### src/rtl/entropy_collector_if.sv
// Bundle of the health-test-side inputs and conditioner-side FIFO outputs of
// the entropy collector; the collector uses the slave view.
interface entropy_collector_if #(
    parameter int WORD_W = 64,
    parameter int DEPTH  = 4
);
    logic                       adc_in;
    logic                       oht_valid;
    logic                       perm_fail;
    logic                       debug_mode;
    logic                       full;
    logic [WORD_W-1:0]          dout;
    logic                       dout_valid;
    logic                       dout_ready;
    logic [$clog2(DEPTH+1)-1:0] fill_level;
    logic                       err_sticky;
    logic [15:0]                vn_discard_cnt;

    modport master (
        output adc_in, oht_valid, perm_fail, debug_mode, dout_ready,
        input  full, dout, dout_valid, fill_level, err_sticky, vn_discard_cnt
    );

    modport slave (
        input  adc_in, oht_valid, perm_fail, debug_mode, dout_ready,
        output full, dout, dout_valid, fill_level, err_sticky, vn_discard_cnt
    );
endinterface

### src/rtl/entropy_collector.sv
// Gated von Neumann debiaser (bypassable), MSB-first word packer and small
// word FIFO whose full flag back-pressures the upstream health test.
module entropy_collector #(
    parameter int WORD_W = 64,
    parameter int DEPTH  = 4
) (
    input  logic                clk,
    input  logic                rst,
    entropy_collector_if.slave  bus
);
    localparam int PTR_W = $clog2(DEPTH);
    localparam int CNT_W = $clog2(DEPTH + 1);
    localparam int BC_W  = $clog2(WORD_W);
    localparam logic [CNT_W-1:0] DEPTH_C    = CNT_W'(DEPTH);
    localparam logic [BC_W-1:0]  LAST_BIT_C = BC_W'(WORD_W - 1);

    function automatic logic [15:0] sat_inc16(input logic [15:0] v);
        return (v == 16'hFFFF) ? v : v + 16'd1;
    endfunction

    logic [WORD_W-1:0] mem_q [DEPTH];
    logic [WORD_W-1:0] mem_d [DEPTH];
    logic [PTR_W-1:0]  wr_ptr_q, wr_ptr_d, rd_ptr_q, rd_ptr_d;
    logic [CNT_W-1:0]  count_q, count_d;
    logic [WORD_W-1:0] word_q, word_d;
    logic [BC_W-1:0]   bit_cnt_q, bit_cnt_d;
    logic              pair_phase_q, pair_phase_d;
    logic              pair_bit_q, pair_bit_d;
    logic              err_sticky_q, err_sticky_d;
    logic [15:0]       discard_q, discard_d;

    logic              full;
    logic              dout_valid;
    logic              accept;
    logic              emit;
    logic              emit_bit;
    logic              push;
    logic              pop;

    assign full       = (count_q == DEPTH_C);
    assign dout_valid = (count_q != '0);

    always_comb begin
        mem_d        = mem_q;
        wr_ptr_d     = wr_ptr_q;
        rd_ptr_d     = rd_ptr_q;
        count_d      = count_q;
        word_d       = word_q;
        bit_cnt_d    = bit_cnt_q;
        pair_phase_d = pair_phase_q;
        pair_bit_d   = pair_bit_q;
        err_sticky_d = err_sticky_q;
        discard_d    = discard_q;
        emit         = 1'b0;
        emit_bit     = 1'b0;
        push         = 1'b0;

        accept = bus.oht_valid && !bus.perm_fail && !err_sticky_q && !full;
        // A perm_fail cycle never pops: the flush below takes precedence.
        pop    = dout_valid && bus.dout_ready && !bus.perm_fail;

        if (accept) begin
            if (bus.debug_mode) begin
                emit         = 1'b1;
                emit_bit     = bus.adc_in;
                pair_phase_d = 1'b0;
            end else if (!pair_phase_q) begin
                pair_bit_d   = bus.adc_in;
                pair_phase_d = 1'b1;
            end else begin
                pair_phase_d = 1'b0;
                if (pair_bit_q != bus.adc_in) begin
                    emit     = 1'b1;
                    emit_bit = pair_bit_q;
                end else begin
                    discard_d = sat_inc16(discard_q);
                end
            end
        end

        if (emit) begin
            word_d = {word_q[WORD_W-2:0], emit_bit};
            if (bit_cnt_q == LAST_BIT_C) begin
                push      = 1'b1;
                bit_cnt_d = '0;
            end else begin
                bit_cnt_d = bit_cnt_q + 1'b1;
            end
        end

        if (push) begin
            mem_d[wr_ptr_q] = word_d;
            wr_ptr_d        = wr_ptr_q + 1'b1;
        end
        if (pop) begin
            rd_ptr_d = rd_ptr_q + 1'b1;
        end
        case ({push, pop})
            2'b10:   count_d = count_q + 1'b1;
            2'b01:   count_d = count_q - 1'b1;
            default: count_d = count_q;
        endcase

        if (bus.perm_fail) begin
            wr_ptr_d     = '0;
            rd_ptr_d     = '0;
            count_d      = '0;
            bit_cnt_d    = '0;
            word_d       = '0;
            pair_phase_d = 1'b0;
            err_sticky_d = 1'b1;
        end
    end

    always_ff @(posedge clk) begin
        if (rst) begin
            mem_q        <= '{default: '0};
            wr_ptr_q     <= '0;
            rd_ptr_q     <= '0;
            count_q      <= '0;
            word_q       <= '0;
            bit_cnt_q    <= '0;
            pair_phase_q <= 1'b0;
            pair_bit_q   <= 1'b0;
            err_sticky_q <= 1'b0;
            discard_q    <= '0;
        end else begin
            mem_q        <= mem_d;
            wr_ptr_q     <= wr_ptr_d;
            rd_ptr_q     <= rd_ptr_d;
            count_q      <= count_d;
            word_q       <= word_d;
            bit_cnt_q    <= bit_cnt_d;
            pair_phase_q <= pair_phase_d;
            pair_bit_q   <= pair_bit_d;
            err_sticky_q <= err_sticky_d;
            discard_q    <= discard_d;
        end
    end

    assign bus.full           = full;
    assign bus.dout           = mem_q[rd_ptr_q];
    assign bus.dout_valid     = dout_valid;
    assign bus.fill_level     = count_q;
    assign bus.err_sticky     = err_sticky_q;
    assign bus.vn_discard_cnt = discard_q;
endmodule

### src/flat_wrapper.sv
// flat-port wrapper written by rule: the top's interface ports become plain ports
module entropy_collector_flat 
#(
    parameter int WORD_W = 64,
    parameter int DEPTH  = 4
)
  (clk, rst, bus_adc_in, bus_oht_valid, bus_perm_fail, bus_debug_mode, bus_dout_ready, bus_full, bus_dout, bus_dout_valid, bus_fill_level, bus_err_sticky, bus_vn_discard_cnt);
  entropy_collector_if #(.WORD_W(WORD_W), .DEPTH(DEPTH)) bus_i ();
  input  logic clk;
  input  logic rst;
  input wire logic [$bits(bus_i.adc_in)-1:0] bus_adc_in;
  input wire logic [$bits(bus_i.oht_valid)-1:0] bus_oht_valid;
  input wire logic [$bits(bus_i.perm_fail)-1:0] bus_perm_fail;
  input wire logic [$bits(bus_i.debug_mode)-1:0] bus_debug_mode;
  input wire logic [$bits(bus_i.dout_ready)-1:0] bus_dout_ready;
  output wire logic [$bits(bus_i.full)-1:0] bus_full;
  output wire logic [$bits(bus_i.dout)-1:0] bus_dout;
  output wire logic [$bits(bus_i.dout_valid)-1:0] bus_dout_valid;
  output wire logic [$bits(bus_i.fill_level)-1:0] bus_fill_level;
  output wire logic [$bits(bus_i.err_sticky)-1:0] bus_err_sticky;
  output wire logic [$bits(bus_i.vn_discard_cnt)-1:0] bus_vn_discard_cnt;
  assign bus_i.adc_in = bus_adc_in;
  assign bus_i.oht_valid = bus_oht_valid;
  assign bus_i.perm_fail = bus_perm_fail;
  assign bus_i.debug_mode = bus_debug_mode;
  assign bus_i.dout_ready = bus_dout_ready;
  assign bus_full = bus_i.full;
  assign bus_dout = bus_i.dout;
  assign bus_dout_valid = bus_i.dout_valid;
  assign bus_fill_level = bus_i.fill_level;
  assign bus_err_sticky = bus_i.err_sticky;
  assign bus_vn_discard_cnt = bus_i.vn_discard_cnt;
  entropy_collector #(.WORD_W(WORD_W), .DEPTH(DEPTH)) u_core (.clk(clk), .rst(rst), .bus(bus_i));
endmodule
### config.mk
export PLATFORM = sky130hd
export DESIGN_NAME = entropy_collector_flat
export DESIGN_NICKNAME = d
export VERILOG_FILES = /design/src/rtl/entropy_collector_if.sv /design/src/rtl/entropy_collector.sv /design/src/flat_wrapper.sv
export SDC_FILE = /design/constraint.sdc
export NUM_CORES = 1
export LEC_CHECK = 0
export BUFFER_PORTS_ARGS = -buffer_cell sky130_fd_sc_hd__buf_2
export CAP_MARGIN = 5
export CORE_UTILIZATION = 57
export DETAILED_ROUTE_END_ITERATION = 16
export PLACE_DENSITY = 0.82
export SYNTH_ARGS = -nofsm -noshare
export SYNTH_HDL_FRONTEND = slang
export SYNTH_SLANG_ARGS = --single-unit
### constraint.sdc
create_clock -name clk -period 3.88 [get_ports clk]
set_clock_uncertainty 0.2 [all_clocks]
set_input_delay 0.776 -clock clk [delete_from_list [all_inputs] [get_ports clk]]
set_output_delay 0.776 -clock clk [all_outputs]
set_load 0.05 [all_outputs]
=== After elaboration in Yosys (flattened, before gate mapping) ===
Cells that the tools add are included.

* $add $sub $neg: 6
* $lt $le $gt $ge: 3
* Eq/ne operators: 6
* Muxes and demuxes: 21
* Bitwise logic cells: 6
* Reductions and logical operators: 14

{| class="wikitable"
|+ Operators by type and width
! operator !! count
|-
| 256-bit bitwise mux || 1
|-
| 64-bit two-way mux || 4
|-
| 64-bit binary-select mux with 2-bit select || 1
|-
| 64-bit demux with 2-bit select || 1
|-
| 16-bit by 1-bit adder with 16-bit output (second input constant) || 1
|-
| 16-bit equality test (second input constant) || 1
|-
| 1-bit two-way mux || 12
|-
| 6-bit by 1-bit adder with 6-bit output (second input constant) || 1
|-
| 6-bit equality test (second input constant) || 1
|-
| 3-bit >= comparator (second input constant) || 2
|-
| 1-bit logical AND || 6
|-
| 6-bit two-way mux || 1
|-
| 2-bit NOT with 3-bit output || 2
|-
| 3-bit case mux with 2 select lines || 1
|-
| 5-bit AND reduction || 1
|-
| 2-bit by 1-bit adder with 2-bit output (second input constant) || 2
|-
| 1-bit NOT || 4
|-
| 3-bit by 1-bit adder with 3-bit output (second input constant) || 1
|-
| 3-bit equality test (second input constant) || 1
|-
| 1-bit logical NOT || 3
|-
| 3-bit by 1-bit less-than comparator with 1-bit output (second input constant) || 1
|-
| 3-bit AND reduction || 1
|-
| 3-bit nonzero test || 1
|-
| 3-bit by 1-bit subtractor with 3-bit output (second input constant) || 1
|-
| 5 further kinds || 5
|}

* Bits in registers: 352
* Input port bits: 7
* Output and inout port bits: 86
* Word-level logic and storage cells: 69

=== Depth between registers and ports, before layout ===
Gate-level depths: netlist (run 1).

* Depth in word-level cells: 8
* Mapped depth: 11
* Mapped depth without buffers: 11

=== Least setup slack after synthesis (run 1) ===
Ideal clock, no wire load.

* Path type: in2reg
* Start point: in bus_adc_in
* End point: reg u_core.count_q[2], in the netlist u_core.bus.fill_level[2]
* Library setup time: 0.070 ns
* Data arrival time: 2.876 ns
* Required time: 3.610 ns
* Setup slack: 0.734 ns
* Stages: 11
* Buffers on the path: 0
* Cells stage by stage: inv_1 > ha_1 > nor2b_1 > nor2_1 > or4b_2 > ha_1 > inv_1 > fa_1 > xor2_1 > or3_1 > a21oi_1

* Cells in the longest elaborated chain, start to end: 8
* Elaborated cells between the ends (all ways): 10
* Classes of those cells: eq/ne (3); mux (6); reduce/logical (1)

{| class="wikitable"
|+ RTL lines
! what !! line !! text
|-
| start: declaration || flat_wrapper.sv:11 || <nowiki>input wire logic [$bits(bus_i.adc_in)-1:0] bus_adc_in;</nowiki>
|-
| 1-bit inequality test * || entropy_collector.sv:72 || <nowiki>if (pair_bit_q != bus.adc_in) begin</nowiki>
|-
| 1-bit two-way mux * || entropy_collector.sv:72 ||
|-
| 1-bit two-way mux * || entropy_collector.sv:67 || <nowiki>end else if (!pair_phase_q) begin</nowiki>
|-
| 1-bit two-way mux * || entropy_collector.sv:63 || <nowiki>if (bus.debug_mode) begin</nowiki>
|-
| 1-bit two-way mux * || entropy_collector.sv:62 || <nowiki>if (accept) begin</nowiki>
|-
| 1-bit two-way mux * || entropy_collector.sv:81 || <nowiki>if (emit) begin</nowiki>
|-
| 2-bit by 1-bit equality test with 1-bit output / 2-bit equality test (equally long branches) || entropy_collector.sv:98 || <nowiki>case ({push, pop})</nowiki>
|-
| 3-bit case mux with 2 select lines / 2-bit nonzero test (equally long branches) || n/a ||
|-
| end signal: assignment || entropy_collector.sv:131 || <nowiki>count_q <= count_d;</nowiki>
|-
| end: declaration || entropy_collector.sv:24 || <nowiki>logic [CNT_W-1:0] count_q, count_d;</nowiki>
|}

Every way passes the cells marked *; elsewhere a longest branch is shown, timed or not.
A chain may end at the register's enable or synchronous reset.

=== Worst setup path in the final report (run 1) ===
* Start point: reg u_core.rd_ptr_q[0]
* End point: out bus_dout[61]

* Cells in the longest elaborated chain, start to end: 4

{| class="wikitable"
|+ RTL lines
! what !! line !! text
|-
| start: declaration || entropy_collector.sv:23 || <nowiki>logic [PTR_W-1:0] wr_ptr_q, wr_ptr_d, rd_ptr_q, rd_ptr_d;</nowiki>
|-
| start signal: assignment || entropy_collector.sv:130 || <nowiki>rd_ptr_q <= rd_ptr_d;</nowiki>
|-
| 2-bit NOT with 3-bit output (implied by the code) || entropy_collector.sv:142 || <nowiki>assign bus.dout = mem_q[rd_ptr_q];</nowiki>
|-
| 64-bit binary-select mux with 2-bit select || entropy_collector.sv:142 ||
|-
| 64-bit two-way mux (implied by the code) (2 in series) || entropy_collector.sv:142 ||
|-
| end: declaration || flat_wrapper.sv:17 || <nowiki>output wire logic [$bits(bus_i.dout)-1:0] bus_dout;</nowiki>
|}

No other way between the ends. The select of a mux whose other input is x is not followed.

==> results by group, run 1 <==
Critical path
  • Crit path required time: 2.90 ns
  • Setup crit start kind: flop
  • Arr. time, crit path: 2.31 ns
  • Reg2reg end: u_core.bus.fill_level[2]
  • R2r setup slk: 0.92 ns
  • Cell count of the worst reg-to-reg path: 10
  • Critical setup path kind: reg -> out
  • Worst r2r src: u_core.pair_bit_q
  • CP Capture Type: primary output
  • CP Max Fanout: 37

STA
  • Worst-Margin Slew: 0.836 ns
  • Fin. max-slew vios: 0
  • RSZ-0062 raised after global routing: false
  • Final Hold Vio Count: 0
  • Final Worst Setup Slack: 0.592 ns
  • TNS Setup: 0 ns
  • Final period util: 84.7%
  • Final Critical Period: 3.29 ns
  • Hold WS: 0.248 ns
  • Slew margin rel.: 44.2%
  • Maximum clock frequency: 304 MHz
  • Setup violators final: 0

Final layout
  • Number of fill cells in the layout: 1879
  • Non-filler instance count after layout: 2035
  • Layout cells sized above 1: 15.3%
  • Area occupied by multi-input gates: 6460 sq um
  • Antenna diodes: 0
  • Storage element area: 7030 sq um
  • Final net count: 1702
  • Area Overhead vs Synth: 12.1%

Flow run
  • Max-cap viol count: 0

Power and ir drop
  • Final Power: 0.00715 W
  • Lkg Pwr: 5.26 nW
  • Switching power: 0.00148 W
  • Peak supply drop: 0.000289 V
  • Comb power frac: 1.5%
  • Clk pwr share: 48.1%
  • Cell Pwr Density: 450 nW/um^2
  • Int Pwr: 0.00567 W
  • Switching part of the total: 20.7%
  • Reg power frac: 50.4%

GRT
  • Initial antenna violation count: 0
  • Vias in the first global route: 11500
  • GRT Util Overall: 27.2%
  • Largest net degree at the start of global routing: 138
  • Gr ovfl total: 0
  • First-pass GRT wire length: 57.0 mm

Logic synthesis
  • Adder-cell share of the synthesized area: 0.847%
  • Ys async rst share: 0%
  • Synthesized flop and latch total: 351
  • Post-synth design cell area: 14200 sq um
  • Largest family of logic cells by synthesized area: simple AND/OR/NAND/NOR gates
  • Syn nets: 1669
  • YS warnings: 0
  • Synth area leader: dfxtp_1
  • Synth Area in Simple Gates: 20.9%
  • Synth Area in Compound Gates: 12.1%
  • Synthesized area per cell: 8.58 sq um
  • Post-synthesis mux area share: 10.2%
  • Synth top area share: 49.5%
  • Post-synth EDFFs: 0
  • Synth Flop Type: dfxtp_1
  • Sequential share of the synthesized area: 49.5%
  • Synth top area cells: dfxtp_1, nand2_1, a21oi_1
  • Netlist cell types: 43
  • XOR/XNOR Fraction of Synth Area: 1.30%
  • Mapped Cells: 1653

CTS
  • Post-cts gate resize count: 0
  • # Post-CTS Setup Buffers: 0
  • Worst-path clk slew: 0.06 ns
  • Bufs on Longest Clock Path: 3
  • Total CTS buffers: 36
  • Clock latency on the worst-skew pair: 0.52 ns
  • CTS Hold Bufs: 0
  • CTS tree: yes
  • CTS H-tree depth: 2
  • Root Buffer: clkbuf_16
  • CTS Sinks: 351

Detailed routing
  • Vias: 11800
  • Post-DR wirelength/cell: 17.1 um
  • Vias per cell: 5.81
  • DRC: 0
  • First-pass DRT Iterations: 6
  • Final antenna-violating net count: 0
  • Initial DRC Count: 1073
  • Drt total wl: 34.7 mm

Placed design
  • Port Buffer Count: 92
  • Inst Count DP: 1972
  • Pre-CTS WS: 0.318 ns
  • GP Congestion: 0.761
  • Post-DP HPWL: 19.3 mm

Min path
  • Hold path endpoint: u_core.mem_q[200]
  • Hold WC Path Type: reg -> reg
  • Hold Path Stages: 2
  • Hold_sp: u_core.mem_q[200]

Die
  • Die X-Extent: 160 um
  • Core region area: 24400 sq um
  • Ports: 93
  • Die height: 160 um
  • Die ar.: 25500 sq um
  • Starting density of the core: 58.2%
  • Row cnt: 57

Status
  • Status: completed
==> cell families (layout without fill, tap and decap cells) <==
logic type      count (synthesis)  count (layout)
buf+inv                       133             191
mux                            65              65
xor+xnor                       21              21
compound gates                336             336
fa+ha+maj                       9               9
flops                         351             351
simple gates                  738             738
==> sequential cells by signal, indices dropped and copies added, names as in the netlist <==
register                   count
u_core.pair_phase_q            1
u_core.word_q                 63
u_core.bus.fill_level          3
u_core.pair_bit_q              1
u_core.wr_ptr_q                2
u_core.bit_cnt_q               6
u_core.rd_ptr_q                2
u_core.bus.vn_discard_cnt     16
u_core.mem_q                 256
u_core.bus.err_sticky          1
==> worst max path at each step <==
stage,depth (start not counted),to,from,slack (ns)
2_1_floorplan,11,u_core.bus.fill_level[2],bus_adc_in,0.73
3_3_place_gp,12,u_core.bus.fill_level[2],bus_adc_in,0.43
3_5_place_dp,12,u_core.bus.fill_level[2],bus_adc_in,0.32
4_1_cts,3,bus_dout[61],u_core.rd_ptr_q[0],0.55
5_1_grt,3,bus_dout[61],u_core.rd_ptr_q[0],0.48
6_report,3,bus_dout[61],u_core.rd_ptr_q[0],0.59
==> cells in the final DEF, fill, tap and decap left out, types with 6 or more instances in the layout <==
cell type / n
nand3_1: 10
clkinv_2: 6
nor4_1: 6
xor2_1: 6
nor2_1: 35
nand4_1: 6
xnor2_1: 15
clkbuf_1: 6
inv_1: 7
a21oi_1: 323
clkbuf_16: 37
mux4_2: 64
buf_2: 91
buf_4: 20
ha_1: 8
clkbuf_8: 10
buf_12: 9
nand2_1: 646
dfxtp_1: 349
==> synth_stat cells (2+ instances only) <==
master	count
nand2_1	646
nor2b_1	2
and4_1	2
inv_1	7
a21oi_1	323
o21ai_0	3
nand3_2	3
clkbuf_1	54
ha_1	8
nor3_1	5
dfxtp_1	351
buf_6	23
mux4_2	64
buf_1	4
nor4_1	7
nand3_1	10
or3_1	5
xor2_1	6
xnor2_1	15
a211oi_1	5
nand4_1	6
and3_1	6
nor2_1	35
buf_2	44
==> final cells by class <==
class                   instances  area share [%]
flip-flops and latches        351            44.2
repair buffers                121            5.03
inverters                       7           0.165
multi-input cells            1169            40.6
well taps                     324            2.55
clock inverters                11           0.723
clock buffers                  52            6.74
==> stage by stage <==
step / area, sq um / util, %
3_3_place_gp: 14700 / 60.4
2_1_floorplan: 14200 / -
3_5_place_dp: 14700 / 60.4
4_1_cts: 15900 / 65.2
6_report: 15900 / 65.2
5_1_grt: 15900 / 65.2
==> per-layer routing <==
layer | share of wire, % | track usage [%] | vias up | routed length, um
met3 | 7.8 | 4.10 | 61 | 2720
met1 | 41 | 35.1 | 5669 | 14100
met4 | 1.9 | 9.48 | 0 | 653
met5 | 0 | 0 | - | 0
met2 | 50 | 46.4 | 523 | 17300
li1 | - | - | 5579 | -
==> power groups by stage <==
stage               clock, W  sequential [W]  combinational, W
floorplan                  0         0.00369         0.0000718
global placement           0         0.00369          0.000102
detailed placement         0         0.00369          0.000103
CTS                  0.00347         0.00361          0.000104
global route         0.00362         0.00360          0.000112
finish               0.00344         0.00361          0.000105
==> critical path, cell delays in order, from the launching register on <==
cell and delay [ns]:
dfxtp_4 0.55, buf_12 0.36, mux4_2 0.62, buf_2 0.24
(Power assumes the default switching activity.)
==> run 2, diff against run 1 <==
--- a/config.mk
+++ b/config.mk
@@ -7,9 +7,9 @@
 export LEC_CHECK = 0
 export BUFFER_PORTS_ARGS = -buffer_cell sky130_fd_sc_hd__buf_2
 export CAP_MARGIN = 5
-export CORE_UTILIZATION = 57
+export CORE_UTILIZATION = 54
 export DETAILED_ROUTE_END_ITERATION = 16
-export PLACE_DENSITY = 0.82
+export PLACE_DENSITY = 0.81
 export SYNTH_ARGS = -nofsm -noshare
 export SYNTH_HDL_FRONTEND = slang
 export SYNTH_SLANG_ARGS = --single-unit
==> constraint.sdc (replaced) <==
create_clock -name clk -period 3 [get_ports clk]
set_clock_uncertainty 0.2 [all_clocks]
set_input_delay 0.6 -clock clk [delete_from_list [all_inputs] [get_ports clk]]
set_output_delay 0.6 -clock clk [all_outputs]
set_load 0.05 [all_outputs]
==> run 2 against run 1 <==
Effect of this change: flip-flop and latch count stayed put; combinational power is 45% higher; first-iteration DRC count is 9.1% higher; critical path depth stayed put; clock power is 28% higher; via count is 0.10% lower; utilization is 1.9 points lower; final area is 1.4% higher; non-clock buffer count is 14 higher; largest cell class unchanged.
==> results by group, run 2 (same netlist as run 1, synthesis figures left out) <==
STA
  • Final period util: 98.0%
  • Worst-Margin Slew: 0.843 ns (+0.00650 ns)
  • Hold WS: 0.248 ns (-0.000900 ns)
  • Final Critical Period: 2.94 ns
  • Maximum clock frequency: 340 MHz
  • Fin. max-slew vios: 0 (unchanged)
  • RSZ-0062 raised after global routing: true
  • Final Hold Vio Count: 0 (unchanged)
  • Setup violators final: 0 (unchanged)
  • Slew margin rel.: 43.8% (-0.43 points)

Placed design
  • Port Buffer Count: 92 (unchanged)
  • GP Congestion: 0.784 (+3.0%)
  • Post-DP HPWL: 20.0 mm (+3.3%)
  • Placed cell areas: 14900 sq um (+1.5%)
  • Inst Count DP: 1992 (+1.0%)

Final layout
  • Number of fill cells in the layout: 2026 (+7.8%)
  • Area Overhead vs Synth: 13.7%
  • Non-filler instance count after layout: 2055 (+0.98%)
  • Area occupied by multi-input gates: 6460 sq um (unchanged)
  • Most frequent cells in the layout: nand2_1, dfxtp_1, a21oi_1, buf_2, mux4_2
  • Fin util: 63.3% (-1.9 points)
  • Layout cells sized above 1: 15.8% (+0.57 points)
  • Final net count: 1716 (+0.82%)
  • Largest register FFs: 256 (unchanged)
  • Most flops, register: u_core.mem_q
  • Most common cell after layout, fill and taps aside: nand2_1
  • Finished Cell Area: 16100 sq um (+1.4%)
  • Storage element area: 7030 sq um (unchanged)
  • Antenna diodes: 0 (unchanged)

Critical path
  • Reg2reg end: u_core.bus.fill_level[2]
  • CP Capture Type: primary output
  • WP buf/inv: 2 (unchanged)
  • Worst r2r src: u_core.pair_bit_q
  • CP max stage delay: 0.60 ns (-0.02 ns)
  • Setup crit start kind: flop
  • CP Max Fanout: 26 (-30%)
  • Arr. time, crit path: 2.14 ns (-0.17 ns)
  • Critical-path top delay cell: mux4_2
  • R2r setup slk: 0.23 ns (-0.69 ns)
  • Crit-path leading delay family: multiplexers
  • Critical setup path kind: reg -> out
  • Crit path required time: 2.20 ns (-0.70 ns)
  • Cell count of the worst reg-to-reg path: 10 (unchanged)
  • Worst-path cell chain: buf_12 -> mux4_2 -> buf_2

GRT
  • Gr ovfl total: 0 (unchanged)
  • Largest net degree at the start of global routing: 135 (-2.2%)
  • First-pass GRT wire length: 56.9 mm (-0.15%)
  • GRT Util Overall: 26.2% (-0.99 points)
  • Vias in the first global route: 11600 (+0.83%)
  • Initial antenna violation count: 0 (unchanged)

Die
  • Ports: 93 (unchanged)
  • Starting density of the core: 55.7% (-2.5 points)
  • Die height: 164 um (+2.7%)
  • Die X-Extent: 164 um (+2.7%)
  • Die ar.: 26900 sq um (+5.5%)
  • Row cnt: 58 (+1.8%)
  • Core region area: 25500 sq um (+4.4%)

CTS
  • CTS Sinks: 351 (unchanged)
  • Worst-path clk slew: 0.06 ns (about the same)
  • Total CTS buffers: 36 (unchanged)
  • Root Buffer: clkbuf_16
  • Clock latency on the worst-skew pair: 0.51 ns (about the same)
  • CTS Hold Bufs: 0 (unchanged)
  • CTS tree: yes
  • Bufs on Longest Clock Path: 3 (unchanged)
  • CTS H-tree depth: 2 (unchanged)

Power and ir drop
  • Peak supply drop: 0.000460 V (+59%)
  • Cell Pwr Density: 572 nW/um^2 (+27%)
  • Final Power: 0.00923 W (+29%)
  • Int Pwr: 0.00735 W (+29%)
  • Reg power frac: 50.5% (about the same)
  • Switching part of the total: 20.4% (-0.25 points)
  • Switching power: 0.00189 W (+28%)
  • Comb power frac: 1.6% (about the same)
  • Clk pwr share: 47.9% (-0.2 points)
  • Lkg Pwr: 5.37 nW (+2.0%)

Flow run
  • Max-cap viol count: 0 (unchanged)

Min path
  • Hold WC Path Type: in -> reg
  • Hold_sp: bus_adc_in
  • Hold path endpoint: u_core.pair_bit_q
  • Hold Path Stages: 4 (+2)

Detailed routing
  • Vias per cell: 5.75 (-1.1%)
  • Post-DR wirelength/cell: 16.9 um (-0.78%)
  • Drt total wl: 34.8 mm (+0.20%)
  • DRC: 0 (unchanged)
  • First-pass DRT Iterations: 6 (unchanged)
  • Final antenna-violating net count: 0 (unchanged)
  • Initial DRC Count: 1171 (+9.1%)
  • Vias: 11800 (-0.10%)

Status
  • Status: completed
==> run 2: worst register-to-register path, stage by stage (launching register included) <==
cell     delay [ns]
dfxtp_1        0.31
ha_1           0.30
nor2b_1        0.17
nor2_1         0.06
or4b_2         0.67
ha_1           0.22
inv_1          0.08
fa_1           0.17
xor2_1         0.08
or3_1          0.31
a21oi_1        0.14
==> run 2: final cells by class <==
type / instances / share of cell area [%]
flip-flops and latches: 351 / 43.6
clock buffers: 54 / 6.69
clock inverters: 9 / 0.613
multi-input cells: 1169 / 40.0
repair buffers: 135 / 6.35
well taps: 330 / 2.56
inverters: 7 / 0.163
==> run 2: power groups by stage <==
stage                     clock [W]  combinational, W  sequential (W)
after floorplan                   0         0.0000929         0.00477
after global placement            0          0.000147         0.00477
after detailed placement          0          0.000150         0.00477
after CTS                   0.00447          0.000150         0.00466
after global routing        0.00470          0.000161         0.00466
final                       0.00442          0.000152         0.00466
==> run 2: worst max path at each step <==
stage                        from                  endpoint  slack, ns  cells after the start
3_5_place_dp           bus_adc_in  u_core.bus.fill_level[2]      -0.20                     12
2_1_floorplan          bus_adc_in  u_core.bus.fill_level[2]       0.03                     11
4_1_cts        u_core.rd_ptr_q[0]               bus_dout[1]       0.03                      3
6_report       u_core.rd_ptr_q[0]              bus_dout[61]       0.06                      3
3_3_place_gp           bus_adc_in  u_core.bus.fill_level[2]      -0.11                     12
5_1_grt        u_core.rd_ptr_q[0]               bus_dout[1]      -0.02                      3
==> run 2: metrics by stage <==
step           setup TNS [ns]  setup WS, ns
2_1_floorplan               0        0.0296
3_3_place_gp           -0.145        -0.107
3_5_place_dp           -0.349        -0.200
4_1_cts                     0        0.0303
5_1_grt               -0.0691       -0.0160
6_report                    0        0.0593
==> run 2: routing by layer <==
layer / vias up / GRT usage (%) / routed length (um)
met1: 5664 / 33.7 / 14500
met5: - / 0 / 0
met4: 0 / 9.60 / 810
met2: 478 / 44.7 / 17000
met3: 72 / 3.48 / 2450
li1: 5606 / - / -
==> run 2: repair_timing <==
item	CTS	global route
endpoints found under the setup margin	0	8
setup buffers	0	0
gates resized for setup	0	1
==> run 3, diff against run 2 <==
--- a/config.mk
+++ b/config.mk
@@ -5,11 +5,12 @@
 export SDC_FILE = /design/constraint.sdc
 export NUM_CORES = 1
 export LEC_CHECK = 0
+export ABC_AREA = 1
 export BUFFER_PORTS_ARGS = -buffer_cell sky130_fd_sc_hd__buf_2
 export CAP_MARGIN = 5
-export CORE_UTILIZATION = 54
+export CORE_UTILIZATION = 55
 export DETAILED_ROUTE_END_ITERATION = 16
-export PLACE_DENSITY = 0.81
+export PLACE_DENSITY = 0.82
 export SYNTH_ARGS = -nofsm -noshare
 export SYNTH_HDL_FRONTEND = slang
 export SYNTH_SLANG_ARGS = --single-unit
==> run 3 against run 2 <==
Effect of this change: register-to-register slack improved by 0.34 ns; first-iteration DRC count is 25% higher; final area is 7.3% higher; routed wire length grew 13%; cell count up 32%; utilization rose by 0.51 points; clock power shrank 0.9%; largest cell class is now multi-input gates; highest routed layer unchanged.
==> results by group, run 3 <==
Final layout
  • Area Overhead vs Synth: 13.3%
  • Most common cell after layout, fill and taps aside: nand2_1
  • Number of fill cells in the layout: 2363 (+17%)
  • Finished Cell Area: 17300 sq um (+7.3%)
  • Storage element area: 7050 sq um (+0.28%)
  • Largest register FFs: 256 (unchanged)
  • Final net count: 2339 (+36%)
  • Area occupied by multi-input gates: 7210 sq um (+12%)
  • Most frequent cells in the layout: nand2_1, nor2_1, dfxtp_1, o21ai_0, a21oi_1
  • Layout cells sized above 1: 8.91% (-6.9 points)
  • Most flops, register: u_core.mem_q

Detailed routing
  • Final antenna-violating net count: 0 (unchanged)
  • Vias per cell: 5.41 (-5.9%)
  • Initial DRC Count: 1462 (+25%)
  • Vias: 14700 (+25%)
  • Post-DR wirelength/cell: 14.4 um (-15%)
  • Drt total wl: 39.2 mm (+13%)
  • DRC: 0 (unchanged)
  • First-pass DRT Iterations: 7 (+1)

Critical path
  • Crit path required time: 2.20 ns (about the same)
  • R2r setup slk: 0.57 ns (+0.34 ns)
  • Setup crit end: bus_dout[60]
  • CP Capture Type: primary output
  • Reg2reg end: u_core.mem_q[229]
  • Worst r2r src: u_core.pair_bit_q
  • Critical setup path kind: reg -> out
  • Critical Path Start: u_core.rd_ptr_q[1]
  • Arr. time, crit path: 2.16 ns (+0.02 ns)
  • Cell count of the worst reg-to-reg path: 11 (+1)
  • Setup crit start kind: flop
  • CP Max Fanout: 18 (-31%)

Die
  • Die height: 169 um (+2.8%)
  • Die ar.: 28400 sq um (+5.6%)
  • Row cnt: 60 (+3.4%)
  • Die X-Extent: 169 um (+2.8%)
  • Core region area: 27100 sq um (+6.4%)
  • Ports: 93 (unchanged)
  • Starting density of the core: 56.4% (+0.66 points)

CTS
  • CTS Sinks: 352 (+0.28%)
  • Bufs on Longest Clock Path: 3 (unchanged)
  • CTS tree: yes
  • CTS H-tree depth: 2 (unchanged)
  • Total CTS buffers: 37 (+2.8%)
  • Worst-path clk slew: 0.06 ns (about the same)
  • Root Buffer: clkbuf_16
  • Clock latency on the worst-skew pair: 0.52 ns (about the same)
  • CTS Hold Bufs: 0 (unchanged)

Logic synthesis
  • Synth Flop Type: dfxtp_1
  • Synthesized flop and latch total: 352 (+0.28%)
  • Post-synth design cell area: 15300 sq um (+7.7%)
  • Sequential share of the synthesized area: 46.1% (-3.4 points)
  • Synth top area cells: dfxtp_1, nand2_1, nor2_1
  • Largest family of logic cells by synthesized area: simple AND/OR/NAND/NOR gates
  • Synth top area share: 46.1% (-3.4 points)
  • Mapped Cells: 2308 (+40%)
  • Ys async rst share: 0% (unchanged)
  • Synth area leader: dfxtp_1
  • Netlist cell types: 26 (-40%)
  • Syn nets: 2324 (+39%)
  • Most frequent cells after synthesis: nand2_1, nor2_1, dfxtp_1
  • Post-synth EDFFs: 0 (unchanged)
  • Count leader, synth: nand2_1
  • Adder-cell share of the synthesized area: 0.786% (-0.060 points)
  • Synth Area in Compound Gates: 15.0% (+2.9 points)
  • YS warnings: 0 (unchanged)
  • XOR/XNOR Fraction of Synth Area: 0.0573% (-1.2 points)
  • Synth Area in Simple Gates: 31.1% (+10 points)
  • Synthesized area per cell: 6.62 sq um (-23%)
  • Post-synthesis mux area share: 0% (-10 points)

Min path
  • Hold WC Path Type: in -> reg

STA
  • Slew margin rel.: 57.1% (+13 points)
  • Setup violators final: 0 (unchanged)
  • Final period util: 98.5% (+0.50 points)
  • Worst-Margin Slew: 0.637 ns (-0.206 ns)
  • Fin. max-slew vios: 0 (unchanged)
  • Final Critical Period: 2.96 ns (+0.0151 ns)
  • Final Hold Vio Count: 0 (unchanged)
  • TNS Setup: 0 ns (unchanged)
  • Final Worst Setup Slack: 0.0443 ns (-0.0151 ns)
  • RSZ-0062 raised after global routing: false
  • Maximum clock frequency: 338 MHz (-0.51%)

GRT
  • First-pass GRT wire length: 64.5 mm (+13%)
  • Initial antenna violation count: 1 (+1)
  • Gr ovfl total: 0 (unchanged)
  • Largest net degree at the start of global routing: 95 (-30%)
  • Vias in the first global route: 13500 (+16%)
  • GRT Util Overall: 27.4% (+1.2 points)

Placed design
  • Post-DP HPWL: 22.2 mm (+11%)
  • Port Buffer Count: 92 (unchanged)
  • GP Congestion: 0.819 (+4.5%)
  • Pre-CTS WS: 0.209 ns (+0.410 ns)
  • Placed cell areas: 16100 sq um (+7.9%)

Flow run
  • Max-cap viol count: 0 (unchanged)

Status
  • Status: completed

Power and ir drop
  • Peak supply drop: 0.000443 V (-3.8%)
  • Cell Pwr Density: 543 nW/um^2 (-5.2%)
  • Lkg Pwr: 7.09 nW (+32%)
-- run 3: cell types whose count changed after synthesis, sizes merged, moves of 14 or more --
| cell | previous run | this run |
|---|---|---|
| nand2 | 646 | 669 |
| nor2 | 36 | 533 |
| o22ai | 0 | 60 |
| a21oi | 323 | 142 |
| inv | 7 | 104 |
| o21ai | 3 | 241 |
| xnor2 | 15 | 1 |
| mux4 | 64 | 0 |
| clkbuf | 54 | 99 |
-- run 3: stage by stage --
step | utilization, % | hold slack, ns | instances | power [W]
4_1_cts | 63.8 | 0.141 | 2718 | 0.00944
2_1_floorplan | - | 0.228 | 2308 | 0.00503
3_3_place_gp | 59.5 | 0.237 | 2656 | 0.00510
5_1_grt | 63.8 | 0.165 | 2718 | 0.00968
3_5_place_dp | 59.5 | 0.249 | 2656 | 0.00511
6_report | 63.9 | 0.155 | 2719 | 0.00939
-- run 3: how the worst min path moves through the flow --
stage,from,endpoint,slack [ns],depth (start not counted)
after floorplan,u_core.pair_bit_q,u_core.pair_bit_q,0.23,2
after global routing,bus_perm_fail,u_core.bus.err_sticky,0.16,3
after CTS,bus_perm_fail,u_core.bus.err_sticky,0.14,3
after detailed placement,u_core.pair_bit_q,u_core.pair_bit_q,0.25,2
final,bus_perm_fail,u_core.bus.err_sticky,0.15,3
after global placement,u_core.pair_bit_q,u_core.pair_bit_q,0.24,2
-- run 3: kinds of logic after synthesis --
group	after synthesis
AO/OA/AOI/OAI	443
XOR/XNOR	1
adder cells (fa/ha/maj)	9
buffers and inverters	262
flip-flops	352
AND/OR/NAND/NOR	1241
-- run 3: layout make-up --
type / count / area share, %
clock buffers: 57 / 6.54
multi-input cells: 1694 / 41.7
inverters: 104 / 2.28
flip-flops and latches: 352 / 40.8
repair buffers: 134 / 5.90
well taps: 372 / 2.69
diodes: 1 / 0.0145
clock inverters: 5 / 0.145
-- run 3: worst max-delay path, stage by stage, from the launching register on --
cell and delay (ns):
dfxtp_2 0.53, buf_4 0.32, o21ai_0 0.13, o22ai_1 0.32, buf_2 0.33
-- run 3: routing by layer --
layer	vias to the layer above	part of all wire [%]	global-route usage [%]
met5	-	0	0
met2	562	46	46.7
met4	0	2.7	10.5
met1	6768	43	35.0
li1	7308	-	-
met3	84	7.8	3.95
-- run 3: what timing repair did --
| action | 4_1_cts | 5_1_grt |
|---|---|---|
| setup endpoints to repair | 0 | 4 |
| buffers inserted | 0 | 0 |
| hold endpoints to repair | 0 | 0 |
| resized for setup | 0 | 6 |
-- run 3: report_power, final --
part           internal, W  switching, W
clock network      0.00258       0.00181
registers          0.00469     0.0000124
logic            0.0000847      0.000222
